[config.mk]
export PLATFORM = sky130hd
export DESIGN_NAME = pipelined_adder_nbit
export DESIGN_NICKNAME = d
export VERILOG_FILES = /design/src/rtl/pipelined_adder_nbit.sv
export SDC_FILE = /design/constraint.sdc
export NUM_CORES = 1
export LEC_CHECK = 0
export ABC_AREA = 1
export CAP_MARGIN = 20
export CELL_PAD_IN_SITES_DETAIL_PLACEMENT = 2
export CELL_PAD_IN_SITES_GLOBAL_PLACEMENT = 2
export CORE_ASPECT_RATIO = 1.4
export CORE_UTILIZATION = 36
export DETAILED_ROUTE_END_ITERATION = 10
export PLACE_DENSITY_LB_ADDON = 0.2
export SLEW_MARGIN = 10
export SYNTH_ARGS = -nofsm -noshare
export SYNTH_HDL_FRONTEND = slang
export SYNTH_SLANG_ARGS = --single-unit
[constraint.sdc]
create_clock -name clk -period 8 [get_ports clk]
set_clock_uncertainty 0.15 [all_clocks]
set_input_delay 2 -clock clk [delete_from_list [all_inputs] [get_ports clk]]
set_output_delay 2 -clock clk [all_outputs]
set_load 0.02 [all_outputs]
[src/rtl/pipelined_adder_nbit.sv]
// Pipelined add/subtract unit with valid/ready handshakes on both sides.
// The WIDTH-bit carry chain is cut into STAGES equal slices; stage k resolves
// bits [k*S +: S] and hands its carry to stage k+1 on the next clock.
// WIDTH must be an exact multiple of STAGES.
module pipelined_adder_nbit #(
    parameter int WIDTH  = 16,
    parameter int STAGES = 4
) (
    input  logic             clk,
    input  logic             rst,
    input  logic             in_valid,
    output logic             in_ready,
    input  logic [WIDTH-1:0] a,
    input  logic [WIDTH-1:0] b,
    input  logic             cin,
    input  logic             sub,
    output logic             out_valid,
    input  logic             out_ready,
    output logic [WIDTH-1:0] sum,
    output logic             cout,
    output logic             ovf
);

    localparam int S = WIDTH / STAGES;

    // Index k of each chain is what enters stage k; index k+1 is what stage k
    // holds. Operand chains stop at the last stage, which consumes the final slice.
    logic [STAGES-1:0][WIDTH-1:0] a_ch;
    logic [STAGES-1:0][WIDTH-1:0] b_ch;
    logic [STAGES:0][WIDTH-1:0]   r_ch;
    logic [STAGES:0]              c_ch;
    logic [STAGES:0]              v_ch;
    logic [STAGES:0]              adv;

    // Operand bits below the slice a stage works on are already consumed and
    // are left for synthesis to trim; fold them here so they are not flagged.
    logic unused_operand_bits;
    assign unused_operand_bits = ^{a_ch, b_ch};

    // Entry point: subtract is a + ~b + !cin, so the inversion happens once here
    // and every later stage just adds.
    assign a_ch[0] = a;
    assign b_ch[0] = sub ? ~b : b;
    assign c_ch[0] = sub ? ~cin : cin;
    assign r_ch[0] = '0;
    assign v_ch[0] = in_valid;

    assign in_ready  = adv[0];
    assign out_valid = v_ch[STAGES];
    assign sum       = r_ch[STAGES];
    assign cout      = c_ch[STAGES];

    // Advance chain: a stage may load when it is empty or its successor loads
    // this cycle; the output end advances when the consumer takes the result.
    always_comb begin
        adv         = '0;
        adv[STAGES] = out_ready;
        for (int k = STAGES - 1; k >= 0; k--) begin
            adv[k] = ~v_ch[k+1] | adv[k+1];
        end
    end

    genvar gi;
    generate
        for (gi = 0; gi < STAGES; gi++) begin : g_stage
            logic [S:0]       slice_w;
            logic [WIDTH-1:0] res_d;
            logic [WIDTH-1:0] res_q;
            logic             carry_d;
            logic             carry_q;
            logic             valid_q;

            // Ripple-add this stage's slice and merge it into the partial result.
            always_comb begin
                slice_w = {1'b0, a_ch[gi][gi*S +: S]}
                        + {1'b0, b_ch[gi][gi*S +: S]}
                        + {{S{1'b0}}, c_ch[gi]};
                res_d               = r_ch[gi];
                res_d[gi*S +: S]    = slice_w[S-1:0];
                carry_d             = slice_w[S];
            end

            // Stage register: valid follows upstream on advance; data only loads
            // with a real beat so a held or bubbled stage keeps its contents.
            always_ff @(posedge clk or posedge rst) begin
                if (rst) begin
                    valid_q <= 1'b0;
                    res_q   <= '0;
                    carry_q <= 1'b0;
                end else if (adv[gi]) begin
                    valid_q <= v_ch[gi];
                    if (v_ch[gi]) begin
                        res_q   <= res_d;
                        carry_q <= carry_d;
                    end
                end
            end

            assign r_ch[gi+1] = res_q;
            assign c_ch[gi+1] = carry_q;
            assign v_ch[gi+1] = valid_q;

            if (gi < STAGES - 1) begin : g_fwd
                logic [WIDTH-1:0] a_q;
                logic [WIDTH-1:0] b_q;

                // Carry the not-yet-added operand bits along with the beat.
                always_ff @(posedge clk or posedge rst) begin
                    if (rst) begin
                        a_q <= '0;
                        b_q <= '0;
                    end else if (adv[gi] && v_ch[gi]) begin
                        a_q <= a_ch[gi];
                        b_q <= b_ch[gi];
                    end
                end

                assign a_ch[gi+1] = a_q;
                assign b_ch[gi+1] = b_q;
            end else begin : g_last
                logic ovf_d;
                logic ovf_q;

                // Carry into the MSB is a^b^sum at that bit; overflow is that
                // carry disagreeing with the carry out.
                assign ovf_d = a_ch[gi][WIDTH-1] ^ b_ch[gi][WIDTH-1]
                             ^ res_d[WIDTH-1] ^ carry_d;

                // Overflow flag registered alongside the final slice.
                always_ff @(posedge clk or posedge rst) begin
                    if (rst) begin
                        ovf_q <= 1'b0;
                    end else if (adv[gi] && v_ch[gi]) begin
                        ovf_q <= ovf_d;
                    end
                end

                assign ovf = ovf_q;
            end
        end
    endgenerate

endmodule
-- Yosys cells after proc, flatten, opt, wreduce, memory -nomap -nowiden
Index checks and enable logic that the tools add are counted.
- register bits: 145
- input port bits: 38
- output and inout port bits: 20
- word-level logic and storage cells: 50
- add/subtract/negate cells: 8
- multiplexer cells: 2
- bitwise operators: 13
- reduce and logical (&&, ||, !) cells: 8
- operators with widths (operator ; number):
    4-bit by 4-bit adder with 5-bit output ; 4
    5-bit by 1-bit adder with 5-bit output ; 4
    16-bit 2-to-1 mux ; 1
    16-bit inverter ; 1
    2-bit AND reduction ; 4
    1-bit inverter ; 5
    1-bit logical AND ; 4
    1-bit bitwise OR ; 4
    1-bit bitwise XOR ; 3
    1-bit 2-to-1 mux ; 1

-- Logic depth before layout (Yosys ltp)
Gate-level depths: netlist of the first run.
- depth after elaboration: 6
- depth in mapped cells: 10
- gate-level depth less buffers: 9

-- Worst setup path after synthesis of the first run
OpenSTA, ideal clock, no wires.
- kind: input-to-output
- from: input out_ready
- to: output in_ready
- arrival: 2.510 ns
- setup slack: 3.340 ns
- cell stages on the path: 3
- buffers on the path: 1
- cells stage by stage: nor2_4 -> nand4_2 -> clkbuf_1
- longest elaborated chain between the ends: 4
- ends and longest elaborated chain (element ; RTL line ; text):
    start: declaration ; 18 ; input logic out_ready,
    1-bit bitwise OR (4 in series) ; 59 ; adv[k] = ~v_ch[k+1] | adv[k+1];
    end: declaration ; 12 ; output logic in_ready,
Every way passes these cells.

-- Final worst setup path of the first run
Ends and elaborated chain as after synthesis.

==> results of run 1 <==
## area by class of cell
cell class	count	area [um2]	share of cell area [%]
multi-input cells	349	1790	33.0
well taps	147	184	3.39
clock inverters	5	53.8	0.992
repair buffers	60	593	10.9
inverters	32	121	2.24
clock buffers	11	253	4.66
flip-flops and latches	97	2430	44.8
## per-layer routing
layer	vias to the layer above	routed length [um]	GRT usage [%]
met1	1666	4240	21.0
met5	-	0	0
li1	1657	-	-
met2	54	5720	33.3
met3	9	234	3.31
met4	0	155	5.47
## state kept, by name, indices dropped and copies added (netlist names)
name / count
cout: 1
g_stage.carry_q: 3
g_stage.g_fwd.a_q: 24
g_stage.g_fwd.b_q: 24
g_stage.res_q: 24
g_stage.valid_q: 3
out_valid: 1
ovf: 1
sum: 16
## how the worst max path moves through the flow
stage	from	to	slack (ns)	cells past startpoint
final	out_ready	in_ready	2.08	5
after global routing	out_ready	in_ready	2.03	5
after CTS	out_ready	in_ready	2.09	5
after detailed placement	out_ready	in_ready	2.13	5
after global placement	out_ready	in_ready	2.15	5
after floorplan	rst	cout$_DFFE_PP0P_	3.32	1
## synth_stat cells, drive strengths merged
| cell type | n |
|---|---|
| nand3b | 2 |
| dfrtp | 97 |
| ha | 12 |
| clkbuf | 3 |
| o21ai | 35 |
| buf | 19 |
| fa | 8 |
| or2 | 2 |
| nand4 | 2 |
| nand2 | 212 |
| xnor2 | 2 |
| nand3 | 39 |
| inv | 32 |
| a21oi | 6 |
| nor2 | 10 |
| xor2 | 19 |
## stage by stage
stage | utilization [%] | hold WS [ns] | setup WS (ns) | cell area [um2] | power (mW)
after CTS | 45.4 | 0.331 | 2.09 | 5420 | 1.76
final | 45.4 | 0.327 | 2.08 | 5420 | 1.73
after floorplan | - | 0.292 | 3.32 | 4460 | 1.09
after global routing | 45.4 | 0.357 | 2.03 | 5420 | 1.86
after detailed placement | 42.8 | 0.311 | 2.13 | 5110 | 1.31
after global placement | 42.8 | 0.307 | 2.15 | 5110 | 1.26
## tightest hold or removal path: stages, from the launching register on
cell	delay (ns)
dfrtp_1	0.35
nand2_1	0.05
nand2_1	0.05
## where the power goes
group,total (mW),switching (mW),internal [mW]
Combinational,0.557,0.328,0.229
Clock,0.436,0.178,0.258
Sequential,0.735,0.0909,0.644
## cells by family after synthesis
group	Yosys count	share of synthesized area [%]
AND/OR/NAND/NOR	267	24.4
flip-flops	97	54.4
buffers and inverters	54	5.47
AO/OA/AOI/OAI	41	4.60
XOR/XNOR	21	4.12
adder cells (fa/ha/maj)	20	6.96
==> results.md, run 1 <==
* Worst Hold End: g_stage[0].g_fwd.b_q[4]$_DFFE_PP0P_
* Grt ovf at 0
* Synth area leader: dfrtp_1
* Maximum fanout along the worst path at 31
* Buf/Inv on CP at 3
* Syn nets at 558
* CP most frequent cell: clkdlybuf4s50_1
* Post-CTS resize count at 0
* Core ar. at 11900 um2
* Share of the yosys chip area belonging to registers at 54.4%
* Iter 0 DRT Violations at 75
* Final Wtd Congestion at 0.699
* Max Cap Violations at 0
* Worst-path clk slew at 0.07 ns
* Antenna violations before repair at 0
* Largest net degree at the start of global routing at 51
* Most common cell after layout, fill and taps aside: nand2_1
* Hold Fails Final Rpt at 0
* Top post-synthesis cells by area: dfrtp_1, nand2_1, nand3_1
* Vias in the first global route at 3800
* VDD IR max at 0.000132 V
* Drt wl/cell at 14.8 um
* Reg-to-Reg Start: out_valid$_DFFE_PP0P_
* # Post-CTS Setup Buffers at 0
* Delay-heaviest family, CP: buffers and inverters
* Drt first pass iters at 4
* Hold depth at 2
* Share of layout cells above drive strength 1 at 4.69%
* Nets@finish at 607
* Die span in x at 96.1 um
* Share of the synthesized area in the top cell type at 54.4%
* Skew-Pair Late Insertion Delay at 0.34 ns
* Peak Freq at 0.169 GHz
* Max incr delay on CP at 0.67 ns
* HPWL after DPL at 7.52 mm
* Ys Warns at 0
* Routed wire length at 10.3 mm
* Mapped Cells at 500
* Ports at 58
* CP Capture Type: output port
* Post-DRT Antenna Nets at 0
* Worst-case clock buffer depth at 2
* Power Density at 319 nW/um2
* Area grow syn2layout at 21.5%
* First-pass GRT wire length at 18.1 mm
* Routed via count at 3386
* Slew HR at 38.6%
* Most frequent cells in the layout: nand2_1, dfrtp_1, clkdlybuf4s50_1
* R2R depth at 5
* TritonCTS Buffers at 9
* N_diodes at 0
* Critical Path, Cell by Cell: clkdlybuf4s50_1 -> nor2_4 -> nand4_2 -> buf_4 -> clkdlybuf4s50_1
* Pins over their slew limit at 0
* Status: finished clean
* Mapped Area at 4460 um2
* Initial core utilization at 37.4%
* Die height at 134 um
* Syn Area/Cell at 8.92 um2
* Final setup fails at 0
* Worst slew pin tran at 0.919 ns
* Critical path class: input port to output port
* Inst Count DP at 685
* CP required at 5.85 ns
* Setup TNS Final at 0 ns
* Tot GR Track Use at 18.2%
* Hold Buf Count CTS at 0
* Num rows at 47
* H-tree depth reported by CTS at 3
* Yosys cell types at 23
* Layout Cells excl Fill at 701
* Clock Sinks at 97
* Flop2flop setup slack at 5.53 ns
* CTS tree: done
* Min-delay src: g_stage[0].g_fwd.b_q[4]$_DFFE_PP0P_
* Lkg Pwr at 2.75 nW
* CTS Root Buffer Type: clkbuf_16
* Die area at 12800 um2
* Register bit count reported by yosys at 97
* Critical path arrival at 3.77 ns
* RR Endpoint: g_stage[1].carry_q$_DFFE_PP0P_
* Fillers at 1295
* RSZ-0062 raised after global routing: no
* Residual DRC count at 0
* Worst-path cell with the longest stage delay: clkdlybuf4s50_1
* Tmin final at 5.92 ns
* Startpoint class of the critical path: input port
* Hold Path Class: register to register
* # port buffers at 57
* Via density at 4.83
* Fin crit share at 74.0%
No activity file was read; power rests on OpenSTA's default activity.
==> inputs of run 2 (changes only) <==
--- a/config.mk
+++ b/config.mk
@@ -10,7 +10,7 @@
 export CELL_PAD_IN_SITES_DETAIL_PLACEMENT = 2
 export CELL_PAD_IN_SITES_GLOBAL_PLACEMENT = 2
 export CORE_ASPECT_RATIO = 1.4
-export CORE_UTILIZATION = 36
+export CORE_UTILIZATION = 30
 export DETAILED_ROUTE_END_ITERATION = 10
 export PLACE_DENSITY_LB_ADDON = 0.2
 export SLEW_MARGIN = 10
==> constraint.sdc (replaced) <==
create_clock -name clk -period 4.8 [get_ports clk]
set_clock_uncertainty 0.15 [all_clocks]
set_input_delay 1.2 -clock clk [delete_from_list [all_inputs] [get_ports clk]]
set_output_delay 1.2 -clock clk [all_outputs]
set_load 0.02 [all_outputs]
==> results.md, run 2 (same netlist as run 1, synthesis figures left out) <==
* VDD IR max at 0.000157 V
* Maximum fanout along the worst path at 3
* Regs by FF count: g_stage.g_fwd.a_q x24, g_stage.g_fwd.b_q x24, g_stage.res_q x24
* Most frequent cells in the layout: nand2_1, dfrtp_1, clkdlybuf4s50_1
* RSZ-0062 raised after global routing: no
* Largest net degree at the start of global routing at 66
* CP Capture Type: output port
* Max Cap Violations at 0
* Tot GR Track Use at 14.9%
* Hold Fails Final Rpt at 0
* Ports at 58
* # Post-CTS Setup Buffers at 0
* Routed wire length at 10.2 mm
* Hold Path Class: register to register
* Post-CTS resize count at 0
* H-tree depth reported by CTS at 3
* Final setup fails at 0
* Skew-Pair Late Insertion Delay at 0.34 ns
* Worst-path clk slew at 0.06 ns
* Routed via count at 3361
* Fillers at 1631
* Die area at 15400 um2
* Vias in the first global route at 3745
* Final Wtd Congestion at 0.702
* Layout Cells excl Fill at 746
* Antenna violations before repair at 0
* Iter 0 DRT Violations at 83
* Residual DRC count at 0
* N_diodes at 0
* Die span in x at 105 um
* Fin crit share at 82.5%
* Hold slack at 0.319 ns
* Nets@finish at 610
* Tmin final at 3.96 ns
* Pins over their slew limit at 0
* Post-layout util at 38.0%
* Drt first pass iters at 4
* Lkg Pwr at 2.76 nW
* Area grow syn2layout at 23.6%
* Total Power at 2.93 mW
* HPWL after DPL at 7.42 mm
* # port buffers at 57
* Worst-case clock buffer depth at 2
* Worst slew pin tran at 0.907 ns
* Via density at 4.51
* Most common cell after layout, fill and taps aside: nand2_1
* Drt wl/cell at 13.7 um
* Critical path class: input port to output port
* Clock Sinks at 97
* Share of layout cells above drive strength 1 at 4.67%
* Peak Freq at 0.252 GHz
* CP required at 3.45 ns
* CTS Root Buffer Type: clkbuf_16
* CTS tree: done
* Critical path arrival at 2.61 ns
* Hold Buf Count CTS at 0
* Die height at 146 um
* Initial core utilization at 30.7%
* Slew HR at 39.4%
* Startpoint class of the critical path: input port
* Setup TNS Final at 0 ns
* Inst Count DP at 730
* TritonCTS Buffers at 9
* First-pass GRT wire length at 18.3 mm
* Power Density at 532 nW/um2
* Status: finished clean
* Core ar. at 14500 um2
* Num rows at 52
* Post-DRT Antenna Nets at 0
* Grt ovf at 0
[run 2: cell types whose count changed in the layout (fill, tap and decap cells not counted)]
cell and delta:
clkinv_2 -4, inv_4 +1, clkbuf_1 +3, clkinv_4 -1
bufinv_16 +1, buf_4 +3
[run 2: cell type report]
cell class,count,area (um2),share of cell area [%]
inverters,32,123,2.22
clock buffers,14,264,4.79
repair buffers,63,616,11.2
multi-input cells,349,1790,32.4
clock inverters,2,60.1,1.09
well taps,189,236,4.29
flip-flops and latches,97,2430,44.0
[run 2: final timing paths]
path	from	to	slack, ns	cells past startpoint
worst max-delay path	out_ready	in_ready	0.84	4
worst min-delay path	g_stage[0].g_fwd.a_q[12]$_DFFE_PP0P_	g_stage[1].g_fwd.a_q[12]$_DFFE_PP0P_	0.32	2
worst max register to register	out_valid$_DFFE_PP0P_	g_stage[0].g_fwd.b_q[13]$_DFFE_PP0P_	2.56	7
worst min register to register	g_stage[0].g_fwd.a_q[12]$_DFFE_PP0P_	g_stage[1].g_fwd.a_q[12]$_DFFE_PP0P_	0.32	2
max in group asynchronous	rst	g_stage[0].g_fwd.a_q[11]$_DFFE_PP0P_	2.51	3
min in group asynchronous	rst	sum[7]$_DFFE_PP0P_	1.23	2
[run 2: stage by stage]
| step | setup WS [ns] | instance area (um2) |
|---|---|---|
| after floorplan | 0.916 | 4460 |
| after global routing | 0.761 | 5520 |
| after detailed placement | 0.846 | 5190 |
| after CTS | 0.831 | 5520 |
| final | 0.839 | 5520 |
| after global placement | 0.848 | 5190 |
[run 2: per-layer routing]
metal / GRT usage, % / vias to the layer above / share of wire, % / routed length (um)
met5: 0 / - / 0 / 0
met4: 5.56 / 0 / 1.7 / 172
met3: 2.81 / 11 / 2.9 / 300
met2: 26.1 / 57 / 51 / 5240
met1: 18.1 / 1629 / 44 / 4520
li1: - / 1664 / - / -
[run 2: worst max-delay path, cell delays in order]
cell and delay (ns):
clkdlybuf4s50_1 0.48, nor2_4 0.19, nand4_2 0.16, clkdlybuf4s50_1 0.58
[run 2: where the power goes]
group	switching [mW]	internal, mW
combinational	0.544	0.387
clock	0.296	0.486
sequential	0.147	1.07
total	0.987	1.95
